`config.mk`:
```
export PLATFORM = sky130hd
export DESIGN_NAME = wallace_reduce_pipe
export DESIGN_NICKNAME = d
export VERILOG_FILES = /design/src/rtl/mul_pkg.sv /design/src/rtl/csa_3to2.sv /design/src/rtl/wallace_reduce_pipe.sv
export SDC_FILE = /design/constraint.sdc
export NUM_CORES = 2
export LEC_CHECK = 0
export CAP_MARGIN = 20
export CORE_AREA = 5 5 457 459
export CTS_BUF_LIST = sky130_fd_sc_hd__clkbuf_8
export DETAILED_ROUTE_END_ITERATION = 7
export DIE_AREA = 0 0 462 464
export MAX_ROUTING_LAYER = met4
export SYNTH_ARGS = -nofsm -noshare
export SYNTH_HDL_FRONTEND = slang
export SYNTH_SLANG_ARGS = --single-unit
```
`constraint.sdc`:
```
create_clock -name clk -period 2.8 [get_ports clk]
set_input_delay 0.42 -clock clk [delete_from_list [all_inputs] [get_ports clk]]
set_output_delay 0.42 -clock clk [all_outputs]
set_load 0.01 [all_outputs]
```
`src/rtl/mul_pkg.sv`:
```
// Shared constants for the 32x32 multiplier datapath: partial-product
// geometry and the row count at each Wallace reduction level.
package mul_pkg;

  localparam int PP_NUM = 17;
  localparam int PP_W   = 64;

  // Rows present at the input of each reduction level (level 0 = raw rows).
  localparam int ROWS_L0 = 17;
  localparam int ROWS_L1 = 12;
  localparam int ROWS_L2 = 8;
  localparam int ROWS_L3 = 6;
  localparam int ROWS_L4 = 4;
  localparam int ROWS_L5 = 3;
  localparam int ROWS_L6 = 2;

  // Last CSA level evaluated before the first pipeline register.
  localparam int STAGE1_LAST_LEVEL = 3;

endpackage : mul_pkg

```
`src/rtl/csa_3to2.sv`:
```
// Row of full adders: compresses three W-bit vectors into a sum and a
// left-shifted carry vector. The carry out of bit W-1 is dropped, which is
// what makes the whole tree compute modulo 2^W.
module csa_3to2 #(
  parameter int W = 64
) (
  input  logic [W-1:0] i_a,
  input  logic [W-1:0] i_b,
  input  logic [W-1:0] i_c,
  output logic [W-1:0] o_sum,
  output logic [W-1:0] o_carry
);

  assign o_sum   = i_a ^ i_b ^ i_c;
  assign o_carry = {((i_a[W-2:0] & i_b[W-2:0]) |
                     (i_a[W-2:0] & i_c[W-2:0]) |
                     (i_b[W-2:0] & i_c[W-2:0])), 1'b0};

endmodule : csa_3to2

```
`src/rtl/wallace_reduce_pipe.sv`:
```
// Three-stage Wallace-tree reducer and final adder for the 17 Booth radix-4
// partial-product rows. S1: CSA levels 1-3, S2: CSA levels 4-6, S3: 64-bit
// carry-propagate add. Valid/ready on both sides with full backpressure;
// empty stages fill even while a later stage is stalled.
// Optional feature: define WALLACE_FLUSH_EN to add the flush input, which
// drops every in-flight result at the next edge without touching data.
module wallace_reduce_pipe
  import mul_pkg::*;
#(
  parameter int TAG_W = 5
) (
  input  logic             clk,
  input  logic             rst,
`ifdef WALLACE_FLUSH_EN
  input  logic             flush,
`endif
  input  logic             in_valid,
  output logic             in_ready,
  input  logic [PP_W-1:0]  pp0,
  input  logic [PP_W-1:0]  pp1,
  input  logic [PP_W-1:0]  pp2,
  input  logic [PP_W-1:0]  pp3,
  input  logic [PP_W-1:0]  pp4,
  input  logic [PP_W-1:0]  pp5,
  input  logic [PP_W-1:0]  pp6,
  input  logic [PP_W-1:0]  pp7,
  input  logic [PP_W-1:0]  pp8,
  input  logic [PP_W-1:0]  pp9,
  input  logic [PP_W-1:0]  pp10,
  input  logic [PP_W-1:0]  pp11,
  input  logic [PP_W-1:0]  pp12,
  input  logic [PP_W-1:0]  pp13,
  input  logic [PP_W-1:0]  pp14,
  input  logic [PP_W-1:0]  pp15,
  input  logic [PP_W-1:0]  pp16,
  input  logic [TAG_W-1:0] in_tag,
  output logic             out_valid,
  input  logic             out_ready,
  output logic [PP_W-1:0]  out_prod,
  output logic [TAG_W-1:0] out_tag
);

  logic w_flush;
`ifdef WALLACE_FLUSH_EN
  assign w_flush = flush;
`else
  assign w_flush = 1'b0;
`endif

  // ---------------------------------------------------------------- handshake
  logic r_v1, r_v2, r_out_valid;
  logic w_out_adv, w_s2_adv, w_s1_adv;

  // A stage advances when it is empty or the stage after it advances.
  assign w_out_adv = !r_out_valid || out_ready;
  assign w_s2_adv  = !r_v2 || w_out_adv;
  assign w_s1_adv  = !r_v1 || w_s2_adv;
  assign in_ready  = w_s1_adv && !w_flush;

  // ------------------------------------------------------- stage 1 tree (L1-L3)
  logic [ROWS_L0-1:0][PP_W-1:0] w_l0;
  logic [ROWS_L1-1:0][PP_W-1:0] w_l1;
  logic [ROWS_L2-1:0][PP_W-1:0] w_l2;
  logic [ROWS_L3-1:0][PP_W-1:0] w_l3;

  assign w_l0 = {pp16, pp15, pp14, pp13, pp12, pp11, pp10, pp9, pp8,
                 pp7, pp6, pp5, pp4, pp3, pp2, pp1, pp0};

  for (genvar g = 0; g < ROWS_L0 / 3; g++) begin : g_lvl1
    csa_3to2 #(.W(PP_W)) u_csa (
      .i_a(w_l0[3*g]), .i_b(w_l0[3*g+1]), .i_c(w_l0[3*g+2]),
      .o_sum(w_l1[2*g]), .o_carry(w_l1[2*g+1]));
  end
  for (genvar g = 0; g < ROWS_L0 % 3; g++) begin : g_pass1
    assign w_l1[2*(ROWS_L0/3)+g] = w_l0[3*(ROWS_L0/3)+g];
  end

  for (genvar g = 0; g < ROWS_L1 / 3; g++) begin : g_lvl2
    csa_3to2 #(.W(PP_W)) u_csa (
      .i_a(w_l1[3*g]), .i_b(w_l1[3*g+1]), .i_c(w_l1[3*g+2]),
      .o_sum(w_l2[2*g]), .o_carry(w_l2[2*g+1]));
  end
  for (genvar g = 0; g < ROWS_L1 % 3; g++) begin : g_pass2
    assign w_l2[2*(ROWS_L1/3)+g] = w_l1[3*(ROWS_L1/3)+g];
  end

  for (genvar g = 0; g < ROWS_L2 / 3; g++) begin : g_lvl3
    csa_3to2 #(.W(PP_W)) u_csa (
      .i_a(w_l2[3*g]), .i_b(w_l2[3*g+1]), .i_c(w_l2[3*g+2]),
      .o_sum(w_l3[2*g]), .o_carry(w_l3[2*g+1]));
  end
  for (genvar g = 0; g < ROWS_L2 % 3; g++) begin : g_pass3
    assign w_l3[2*(ROWS_L2/3)+g] = w_l2[3*(ROWS_L2/3)+g];
  end

  logic [ROWS_L3-1:0][PP_W-1:0] r_s1_rows;
  logic [TAG_W-1:0]             r_s1_tag;

  // Stage-1 register: capture the six rows and tag when S1 advances.
  always_ff @(posedge clk) begin
    if (rst) begin
      r_v1      <= 1'b0;
      r_s1_rows <= '0;
      r_s1_tag  <= '0;
    end else if (w_flush) begin
      r_v1      <= 1'b0;
    end else if (w_s1_adv) begin
      r_v1      <= in_valid;
      r_s1_rows <= w_l3;
      r_s1_tag  <= in_tag;
    end else begin
      r_v1      <= r_v1;
    end
  end

  // ------------------------------------------------------- stage 2 tree (L4-L6)
  logic [ROWS_L4-1:0][PP_W-1:0] w_l4;
  logic [ROWS_L5-1:0][PP_W-1:0] w_l5;
  logic [ROWS_L6-1:0][PP_W-1:0] w_l6;

  for (genvar g = 0; g < ROWS_L3 / 3; g++) begin : g_lvl4
    csa_3to2 #(.W(PP_W)) u_csa (
      .i_a(r_s1_rows[3*g]), .i_b(r_s1_rows[3*g+1]), .i_c(r_s1_rows[3*g+2]),
      .o_sum(w_l4[2*g]), .o_carry(w_l4[2*g+1]));
  end
  for (genvar g = 0; g < ROWS_L3 % 3; g++) begin : g_pass4
    assign w_l4[2*(ROWS_L3/3)+g] = r_s1_rows[3*(ROWS_L3/3)+g];
  end

  for (genvar g = 0; g < ROWS_L4 / 3; g++) begin : g_lvl5
    csa_3to2 #(.W(PP_W)) u_csa (
      .i_a(w_l4[3*g]), .i_b(w_l4[3*g+1]), .i_c(w_l4[3*g+2]),
      .o_sum(w_l5[2*g]), .o_carry(w_l5[2*g+1]));
  end
  for (genvar g = 0; g < ROWS_L4 % 3; g++) begin : g_pass5
    assign w_l5[2*(ROWS_L4/3)+g] = w_l4[3*(ROWS_L4/3)+g];
  end

  for (genvar g = 0; g < ROWS_L5 / 3; g++) begin : g_lvl6
    csa_3to2 #(.W(PP_W)) u_csa (
      .i_a(w_l5[3*g]), .i_b(w_l5[3*g+1]), .i_c(w_l5[3*g+2]),
      .o_sum(w_l6[2*g]), .o_carry(w_l6[2*g+1]));
  end
  for (genvar g = 0; g < ROWS_L5 % 3; g++) begin : g_pass6
    assign w_l6[2*(ROWS_L5/3)+g] = w_l5[3*(ROWS_L5/3)+g];
  end

  logic [PP_W-1:0]  r_s2_sum, r_s2_carry;
  logic [TAG_W-1:0] r_s2_tag;

  // Stage-2 register: capture the final sum/carry pair when S2 advances.
  always_ff @(posedge clk) begin
    if (rst) begin
      r_v2       <= 1'b0;
      r_s2_sum   <= '0;
      r_s2_carry <= '0;
      r_s2_tag   <= '0;
    end else if (w_flush) begin
      r_v2       <= 1'b0;
    end else if (w_s2_adv) begin
      r_v2       <= r_v1;
      r_s2_sum   <= w_l6[0];
      r_s2_carry <= w_l6[1];
      r_s2_tag   <= r_s1_tag;
    end else begin
      r_v2       <= r_v2;
    end
  end

  // ------------------------------------------------------- stage 3 final add
  logic [PP_W-1:0]  r_out_prod;
  logic [TAG_W-1:0] r_out_tag;

  // Output register: carry-propagate add; holds steady while stalled.
  always_ff @(posedge clk) begin
    if (rst) begin
      r_out_valid <= 1'b0;
      r_out_prod  <= '0;
      r_out_tag   <= '0;
    end else if (w_flush) begin
      r_out_valid <= 1'b0;
    end else if (w_out_adv) begin
      r_out_valid <= r_v2;
      r_out_prod  <= r_s2_sum + r_s2_carry;
      r_out_tag   <= r_s2_tag;
    end else begin
      r_out_valid <= r_out_valid;
    end
  end

  assign out_valid = r_out_valid;
  assign out_prod  = r_out_prod;
  assign out_tag   = r_out_tag;

endmodule : wallace_reduce_pipe

```
==> flow_summary_export.csv <==
group,metric,value,unit
yosys,synth_cell_type_count,67,
yosys,async_reset_ff_share,0,%
clock_network,cts.clk_slew.worst_paths,0.07,ns
pwr,p_clk_share,18.5,%
routing,post_drt_wl_per_cell,20.9,microns
routing,vias,37000,
sta,relSlewSlack,51.8,%
yosys,yosys_warnings,0,
placed_design,dp.cells,8740,
placed_design,gp_congestion,0.931,
sta,slew_viol_final,0,
clock_network,cts_tree,"built",
global_routing,grt_max_degree,141,
floorplan,rows,166,
critical_path,required,3.52,ns
global_routing,grt_overflow_total,0,
min_path,hold_path_depth,3,
routing,via_per_inst,4.10,
run_status,violations,"negative setup slack",
pwr,power.total,50400,uW
sta,worst_pin_slew,0.723,ns
floorplan,die_area,0.214,sq mm
yosys,synth-main-ff-cell,"dfxtp_1",
clock_network,h-tree-depth,3,
global_routing,antenna_found_initial,74,
finish,drive_gt1_share,8.32,%
yosys,mappedNetlistArea,0.0461,sq mm
run,drv_cap,0,
floorplan,initial_core_util,22.6,%
routing,drt_iter0_drc,1438,
global_routing,grt.total_usage,17.7,%
sta,setup_violations,2,
floorplan,core_area,0.204,sq mm
clock_network,clockRootBuffer,"clkbuf_8",
critical_path,crit_arrival,3.54,ns
pwr,sw_frac_of_total,41.7,%
sta,period_share,101,%
finish,n_fill_cell,21200,
sta,rsz0062_at_grt,"yes",
yosys,mappedNetlistNets,7005,
placed_design,pre_cts_ws,-0.363,ns
sta,setup_slack,-0.0202,ns
critical_path,crit_path_start_kind,"flop",
placed_design,portBuffers,1167,
pwr,switchingPower,21000,uW
pwr,ir_drop,344,uV
min_path,hold_class,"input port to flop",
finish,fin_cells,9029,
yosys,synth-seq-cells,588,
clock_network,cts_sinks,588,
pwr,power_density,765,mW/mm^2
finish,nets,8311,
routing,dr.pass1.iters,5,
sta,setup_tns,-0.0325,ns
critical_path,worstRegToRegCells,13,
routing,drc_errors,0,
sta,skew,0.0614,ns
placed_design,post-dp-hpwl,164000,microns
floorplan,num_io_pins,1168,
global_routing,grt_pass1_vias,41500,
clock_network,numCtsBuffers,112,
yosys,synth_seq_area_share,25.5,%
pwr,power.leakage,0.0295,uW
clock_network,ctsLongestPathBuffers,3,
pwr,pwr-share-comb,56.4,%
pwr,p_seq_share,25.1,%
clock_network,clk_latency,0.83,ns
sta,hold_slack,0.153,ns
critical_path,endpoint_kind,"flop",
yosys,synth_edf_count,0,
sta,hold_viol,0,
critical_path,worstSetupPathType,"flop to flop",
floorplan,die_h,464,microns
critical_path,path_max_fanout,3,
sta,min_period,2.82,ns
yosys,syn-mean-instance-area,9.41,sq um
global_routing,grt_pass1_wl,273000,microns
floorplan,die_w,462,microns
finish,area_growth,42.8,%
routing,drt_wl_total,188000,microns
run_status,status,"finished with violations",
sta,max_freq,355,MHz
pwr,p_int,29400,uW
routing,ant_nets,0,
yosys,netlist_instances,4905,
## path summary, 6_finish.rpt
path,start,endpoint,slack [ns]
setup / recovery,r_s2_carry[2],out_prod[30],-0.02
hold / removal,in_tag[3],r_s1_tag[3],0.15
hold reg to reg,out_prod[47],out_prod[47],0.45
setup reg to reg,r_s2_carry[2],out_prod[30],-0.02
## cell usage in the layout (no fill, tap or decap), types with 24 or more instances in the layout
cell	n
dfxtp_1	573
o21ai_1	26
xnor2_1	54
nand2_1	922
dlygate4sd3_1	33
a211oi_1	135
xor2_1	27
o21ai_0	48
buf_12	24
clkdlybuf4s50_1	1165
nor2_1	177
buf_4	176
a21oi_1	472
diode_2	45
inv_1	1034
ha_1	49
fa_1	928
clkbuf_8	137
a21o_1	28
## state kept, by name (all words and copies together) (netlist names)
name and flops:
r_s1_rows 380, out_prod 64, r_s2_sum 64, r_s2_carry 62, out_tag 5, r_s1_tag 5, r_s2_tag 5, out_valid 1
r_v1 1, r_v2 1
## worst max-delay path, cell delays in order (launching register included)
cell and delay (ns):
dfxtp_2 0.34, ha_4 0.16, inv_2 0.05, fa_2 0.23, nor2b_4 0.05, o31a_1 0.26
o31a_1 0.36, o21a_4 0.28, buf_6 0.14, or3_4 0.35, a21oi_2 0.14, xnor2_1 0.15
nand2_1 0.08, a21oi_1 0.13
## area by class of cell
class | instances | area, sq um | area share [%]
diodes | 45 | 113 | 0.171
clock buffers | 137 | 1890 | 2.86
clock inverters | 62 | 553 | 0.839
inverters | 1010 | 3800 | 5.76
multi-input cells | 3089 | 30500 | 46.2
flip-flops and latches | 588 | 11800 | 17.9
well taps | 2688 | 3360 | 5.10
repair buffers | 1410 | 13900 | 21.1
## through the flow
stage	cell area, sq um	util (%)
finish	65900	32.3
global placement	62200	30.5
CTS	65100	31.9
detailed placement	62200	30.5
floorplan	46100	-
global route	65900	32.3
## Yosys cell counts (3+ instances only)
cell / count / area [sq um]
nand2_1: 929 / 3490
nand4_1: 19 / 119
buf_1: 11 / 41.3
nand3_1: 13 / 65.1
nor2b_1: 3 / 18.8
or3_1: 3 / 18.8
clkbuf_1: 187 / 702
dfxtp_1: 588 / 11800
nor4_1: 3 / 18.8
o31a_1: 3 / 26.3
and2_1: 6 / 37.5
and3_1: 6 / 37.5
o21ai_1: 27 / 135
o21ai_0: 55 / 275
a41oi_2: 4 / 65.1
a211oi_1: 136 / 1020
a21o_1: 28 / 210
nor3_1: 9 / 45.0
a21oi_1: 490 / 2450
nor2_1: 181 / 679
inv_1: 1008 / 3780
fa_1: 933 / 18700
xnor2_1: 54 / 473
o21a_1: 6 / 45.0
buf_2: 17 / 85.1
ha_1: 70 / 876
a21oi_2: 5 / 43.8
nand2b_1: 7 / 43.8
xor2_1: 28 / 245
o211ai_1: 7 / 52.6
o21bai_1: 13 / 97.6
a31oi_1: 8 / 50.1
## routing by layer
layer | GRT usage (%) | vias to the layer above | wire [microns]
met5 | - | - | 0
met4 | 6.18 | 0 | 6350
met3 | 3.67 | 273 | 10600
met2 | 29.8 | 1109 | 93500
met1 | 21.1 | 18100 | 77900
li1 | - | 17500 | -
## kinds of logic after synthesis
| kind of cell | share of synthesized area, % |
|---|---|
| buf+inv | 10.1 |
| simple gates | 10.2 |
| fa+ha+maj | 42.4 |
| compound gates | 10.3 |
| flops | 25.5 |
| xor+xnor | 1.56 |
| mux | 0.0434 |
## power by group through the flow
stage               logic (uW)  clock network [uW]  registers [uW]
global route             32800               10100           12900
CTS                      29200                9730           12600
global placement         28400                   0           12600
detailed placement       28300                   0           12700
finish                   28500                9320           12600
floorplan                15300                   0           12500
## what timing repair did
action                                  CTS  global route
endpoints found under the setup margin   31            36
buffers inserted                          2            12
endpoints found under the hold margin    39             7
cloned                                    0             0
resized for setup                        36           122
hold buffers                             36             1
pin swaps                                 6            81
Power figures use the tool's default switching activity.
